==> src/rtl/serial_add_pkg.sv <==
// rtl/serial_add_pkg.sv - state encoding and width limits shared by the serial adder
package serial_add_pkg;

  typedef enum logic [1:0] {
    IDLE = 2'd0,
    RUN  = 2'd1,
    DONE = 2'd2
  } sa_state_t;

  localparam int SA_MAX_WIDTH = 32;

  // Bit counter must still be one bit wide when only a single bit is processed.
  function automatic int sa_cnt_width(input int width);
    return (width > 1) ? $clog2(width) : 1;
  endfunction

endpackage

==> src/rtl/fulladder.sv <==
// rtl/fulladder.sv - one-bit full adder cell used as the serial datapath
module fulladder (
  input  logic a,
  input  logic b,
  input  logic cin,
  output logic s,
  output logic cout
);

  assign s    = a ^ b ^ cin;
  assign cout = (a & b) | (cin & (a ^ b));

endmodule

==> src/rtl/serial_add_ctrl.sv <==
// rtl/serial_add_ctrl.sv - bit-serial adder: one fulladder sequenced LSB first over WIDTH cycles
module serial_add_ctrl
  import serial_add_pkg::*;
#(
  parameter int WIDTH = 8
) (
  input  logic             clk,
  input  logic             reset_n,
  input  logic             in_valid,
  output logic             in_ready,
  input  logic [WIDTH-1:0] a,
  input  logic [WIDTH-1:0] b,
  input  logic             cin,
  output logic             out_valid,
  input  logic             out_ready,
  output logic [WIDTH-1:0] sum,
  output logic             cout,
  output logic             ovf
);

  localparam int               CNT_W    = sa_cnt_width(WIDTH);
  localparam logic [CNT_W-1:0] LAST_BIT = CNT_W'(WIDTH - 1);

  if (WIDTH < 1 || WIDTH > SA_MAX_WIDTH) begin : g_width_check
    $error("serial_add_ctrl: WIDTH out of range");
  end

  sa_state_t        r_state;
  sa_state_t        w_state_nxt;
  logic [WIDTH-1:0] r_a_sh;
  logic [WIDTH-1:0] r_b_sh;
  logic [WIDTH-1:0] r_sum;
  logic [CNT_W-1:0] r_cnt;
  logic             r_carry;
  logic             r_cout;
  logic             r_ovf;
  logic             w_s;
  logic             w_co;
  logic             w_last;
  logic [WIDTH:0]   w_sum_cat;

  fulladder u_fa (
    .a    (r_a_sh[0]),
    .b    (r_b_sh[0]),
    .cin  (r_carry),
    .s    (w_s),
    .cout (w_co)
  );

  assign w_last    = (r_cnt == LAST_BIT);
  // New sum bit enters at the MSB so that after WIDTH shifts bit 0 sits at the LSB.
  assign w_sum_cat = {w_s, r_sum};

  always_ff @(posedge clk or negedge reset_n) begin
    if (!reset_n) begin
      r_state <= IDLE;
    end else begin
      r_state <= w_state_nxt;
    end
  end

  always_comb begin
    w_state_nxt = r_state;
    in_ready    = 1'b0;
    out_valid   = 1'b0;
    case (r_state)
      IDLE: begin
        in_ready = 1'b1;
        if (in_valid) begin
          w_state_nxt = RUN;
        end
      end
      RUN: begin
        if (w_last) begin
          w_state_nxt = DONE;
        end
      end
      DONE: begin
        out_valid = 1'b1;
        if (out_ready) begin
          w_state_nxt = IDLE;
        end
      end
      default: w_state_nxt = IDLE;
    endcase
  end

  always_ff @(posedge clk or negedge reset_n) begin
    if (!reset_n) begin
      r_a_sh  <= '0;
      r_b_sh  <= '0;
      r_sum   <= '0;
      r_cnt   <= '0;
      r_carry <= 1'b0;
      r_cout  <= 1'b0;
      r_ovf   <= 1'b0;
    end else begin
      case (r_state)
        IDLE: begin
          if (in_valid) begin
            r_a_sh  <= a;
            r_b_sh  <= b;
            r_carry <= cin;
            r_cnt   <= '0;
          end
        end
        RUN: begin
          r_a_sh  <= r_a_sh >> 1;
          r_b_sh  <= r_b_sh >> 1;
          r_sum   <= w_sum_cat[WIDTH:1];
          r_carry <= w_co;
          if (w_last) begin
            // r_carry here is the carry into the MSB; w_co is the carry out of it.
            r_cout <= w_co;
            r_ovf  <= r_carry ^ w_co;
          end else begin
            r_cnt <= r_cnt + CNT_W'(1);
          end
        end
        default: begin
        end
      endcase
    end
  end

  assign sum  = r_sum;
  assign cout = r_cout;
  assign ovf  = r_ovf;

endmodule

==> config.mk <==
export PLATFORM = sky130hd
export DESIGN_NAME = serial_add_ctrl
export DESIGN_NICKNAME = d
export VERILOG_FILES = /design/src/rtl/serial_add_pkg.sv /design/src/rtl/fulladder.sv /design/src/rtl/serial_add_ctrl.sv
export SDC_FILE = /design/constraint.sdc
export NUM_CORES = 1
export LEC_CHECK = 0
export ABC_CLOCK_PERIOD_IN_PS = 3800
export CAP_MARGIN = 10
export CORE_MARGIN = 10
export CORE_UTILIZATION = 50
export CTS_BUF_LIST = sky130_fd_sc_hd__clkbuf_4 sky130_fd_sc_hd__clkbuf_8 sky130_fd_sc_hd__clkbuf_16
export DETAILED_ROUTE_END_ITERATION = 8
export PLACE_DENSITY = 0.79
export SLEW_MARGIN = 0
export SYNTH_ARGS = -nofsm -noshare
export SYNTH_HDL_FRONTEND = slang
export SYNTH_HIERARCHICAL = 1
export SYNTH_SLANG_ARGS = --single-unit
==> constraint.sdc <==
create_clock -name clk -period 3.8 [get_ports clk]
set_clock_uncertainty 0.1 [all_clocks]
set_input_delay 0.76 -clock clk [delete_from_list [all_inputs] [get_ports clk]]
set_output_delay 0.76 -clock clk [all_outputs]
set_load 0.03 [all_outputs]
==> summary.md <==
| Metric | Value |
|---|---|
| Status | `complete, no violations` |
| RSZ-0062 raised after global routing | `no` |
| Mapped Nets | `164` |
| Hold Startpoint | `sum[0]$_DFFE_PN0N_` |
| Most frequent cells in the layout | `32 x dfrtp_1, 32 x clkdlybuf4s50_1, 25 x nand2_1` |
| Max_cap viols | `0` |
| Hold WC Path Type | `flop to flop` |
| Vias per cell | `5.83` |
| Gr ovfl total | `0` |
| Hold Path End | `sum[0]$_DFFE_PN0N_` |
| Fin crit period | `2850 ps` |
| Max_slew headroom | `56.5%` |
| Worst-path clk slew | `100 ps` |
| Initial drt markers | `just over 40` |
| CP Max Fanout | `17` |
| Part of the power in registers | `39.5%` |
| GR Util met1 | `15.1%` |
| Hpwl dp | `2360 um` |
| RD Place Congestion | `0.745` |
| #FFs+latches synth | `32` |
| Post-Place Cells | `194` |
| Initial antenna violation count | `0` |
| # rows | `19` |
| Clock share of power | `16.4%` |
| Max clock buf depth | `2` |
| GRT Overall Usage | `12.8%` |
| Fillers | `235` |
| Post-CTS Setup Inserts | `0` |
| WHS Path Cells | `2` |
| Total core area | `2810 sq um` |
| Largest family of logic cells by synthesized area | `compound AO/OA/AOI/OAI gates` |
| Max VDD drop | `0.000506 V` |
| Final Cell Area | `1860 sq um` |
| Met2 usage | `20.2%` |
| Io pins | `33` |
| Number of port buffers | `32` |
| Final hold violations | `0` |
| Tcrit/Tclk final | `75.0%` |
| Cts bufs inserted | `5` |
| Synth Warn # | `6` |
| CTS tree | `built` |
| Share of cells above drive strength 1 | `a little under a tenth` |
| Critical Path End Type | `output port` |
| CP max stage delay | `680 ps` |
| Max Clk Rate | `351 MHz` |
| Cell Area, Synth | `~1500 sq um` |
| Critical path arrival | `1990 ps` |
| Die Ht | `74.7 um` |
| Syn_area_per_cell | `about 11 sq um` |
| GRT met3 Usage | `4.34%` |
| Adder and majority gate portion of the synthesized area | `3.01%` |
| Async SR Flop Fraction | `100%` |
| Cell Pwr Density | `roughly 850 nW/um^2` |
| TNS Setup | `0 ps` |
| Internal power | `about 0.00095 W` |
| Residual DRC | `0` |
| EDFF count, synth | `0` |
| Combinational power share | `44.2%` |
| Die area | `5580 sq um` |
| Critical Setup Path Class | `flop to output port` |
| Final #Nets | `194` |
| Routed via count | `~1,200` |
| Worst r2r src | `r_state[1]$_DFFE_PN0P_` |
| Mux cell area share after synthesis | `2.01%` |
| Clock Latency Late Sink | `340 ps` |
| Slew @ Worst Pin | `653 ps` |
| Final setup viols | `0` |
| CP max stage cell | `clkdlybuf4s50_1` |
| Synth Instances | `140` |
| Grt peak-use layer | `met2` |
| Chip width | `about 75 um` |
| Synth Area in Simple Gates | `between 10% and 20%` |
| R2R depth | `3` |
| FF-to-FF setup slack | `between 2000 and 2500 ps` |
| Psw | `around 0.00062 W` |
| Leak | `0.823 nW` |
| Clock Tree Root | `clkbuf_4` |
| Sequential element share of the synthesized area | `53.5%` |
| XOR/XNOR Fraction of Synth Area | `less than 1%` |
| DR WL/cell | `~16 um` |
| Vias in the first global route | `1,192` |
| Area delta synth->final | `24.3%` |
| Final slew viol count | `0` |
| First-pass GRT wire length | `about 5400 um` |
| Compound-Gate Fraction of Synth Area | `21.5%` |
| Post-CTS Resized | `0` |
| Placed cell areas | `1780 sq um` |
| Most used DFF post-synth | `dfrtp_1` |
| ANT nets after route | `0` |
| Largest net degree at the start of global routing | `33` |
| Setup crit start kind | `flop` |
| Initial core utilization | `53.3%` |
| H-tree depth | `2` |
| R2r endpoint | `r_carry$_DFFE_PN0P_` |
| Critical path cell sequence | `inv_2 -> nor2_1 -> clkdlybuf4s50_1` |
| First-pass DRT Iterations | `4` |
| N_diodes | `0` |
| Clock sink count | `32` |
| WL final | `roughly 3300 um` |
| Worst Path Required | `2940 ps` |
| Post-synth cell types | `28` |
| Non-filler cells, final | `approximately 200` |
| CTS Hold Bufs | `0` |
| Switching share of power | `just under 40%` |
## stage by stage
stage | power [W] | hold slack (ps) | util [%] | worst slack [ps]
final | 0.00157 | 383 | 66.3 | 949
after global routing | 0.00169 | 430 | 66.3 | 871
after CTS | 0.00159 | 386 | 66.3 | 960
after detailed placement | 0.00132 | 362 | 63.5 | 1330
after global placement | 0.00129 | 360 | 63.5 | 1370
after floorplan | 0.00114 | 364 | - | 1840
## synth_stat cells (all sizes together), types with 2 or more instances
master	number	area (sq um)
nand2	26	105
a22oi	2	15.0
a21oi	10	50.1
nor2	5	26.3
o2bb2ai	3	26.3
buf	10	82.6
mux2	2	30.0
dfrtp	32	801
ha	2	25.0
inv	5	18.8
o22ai	22	138
a2bb2oi	6	52.6
o31ai	2	15.0
nand2b	4	25.0
## metal layers
layer,vias to the layer above,wire length [um]
met5,-,0
met4,0,71
met3,9,292
met2,40,1610
met1,564,1340
li1,565,-
## area by class of cell
type                    count  area [sq um]  share of cell area [%]
inverters                   5          18.8                    1.01
flip-flops and latches     32           801                    43.0
clock inverters             2          35.0                    1.88
well taps                  31          38.8                    2.08
multi-input cells          93           594                    31.9
repair buffers             33           328                    17.6
clock buffers               6          45.0                    2.42
## worst max-delay path: cells and delay by family (launching register included)
| family | cells | cell delay (ps) |
|---|---|---|
| flip-flops | 1 | 590 |
| buffers and inverters | 2 | 920 |
| AND/OR/NAND/NOR | 1 | 140 |
## state kept, by name, summed over array words and instances, names as in the netlist
signal / count
cout: 1
r_carry: 1
sum: 8
r_a_sh: 8
r_cnt: 3
ovf: 1
r_state: 2
r_b_sh: 8
## cells by family (layout without fill, tap and decap cells)
kind of cell / after synthesis / after routing
mux: 2 / 2
xor+xnor: 1 / 1
flops: 32 / 32
simple gates: 39 / 39
compound gates: 48 / 48
buf+inv: 15 / 46
fa+ha+maj: 3 / 3
## power groups by stage
stage,combinational (W),sequential [W],clock [W]
floorplan,0.000460,0.000679,0
global placement,0.000674,0.000616,0
detailed placement,0.000698,0.000626,0
CTS,0.000705,0.000622,0.000263
global route,0.000773,0.000641,0.000276
finish,0.000695,0.000621,0.000258
## worst max-delay path by stage
stage	startpoint	to	slack, ps	depth (start not counted)
finish	r_state[1]$_DFFE_PN0P_	out_valid	950	3
global route	r_state[1]$_DFFE_PN0P_	out_valid	870	3
CTS	r_state[1]$_DFFE_PN0P_	out_valid	960	3
detailed placement	r_state[1]$_DFFE_PN0P_	out_valid	1330	3
global placement	r_state[1]$_DFFE_PN0P_	out_valid	1370	3
floorplan	r_state[1]$_DFFE_PN0P_	out_valid	1840	4
Note: power is estimated with default switching activity, not from simulation.
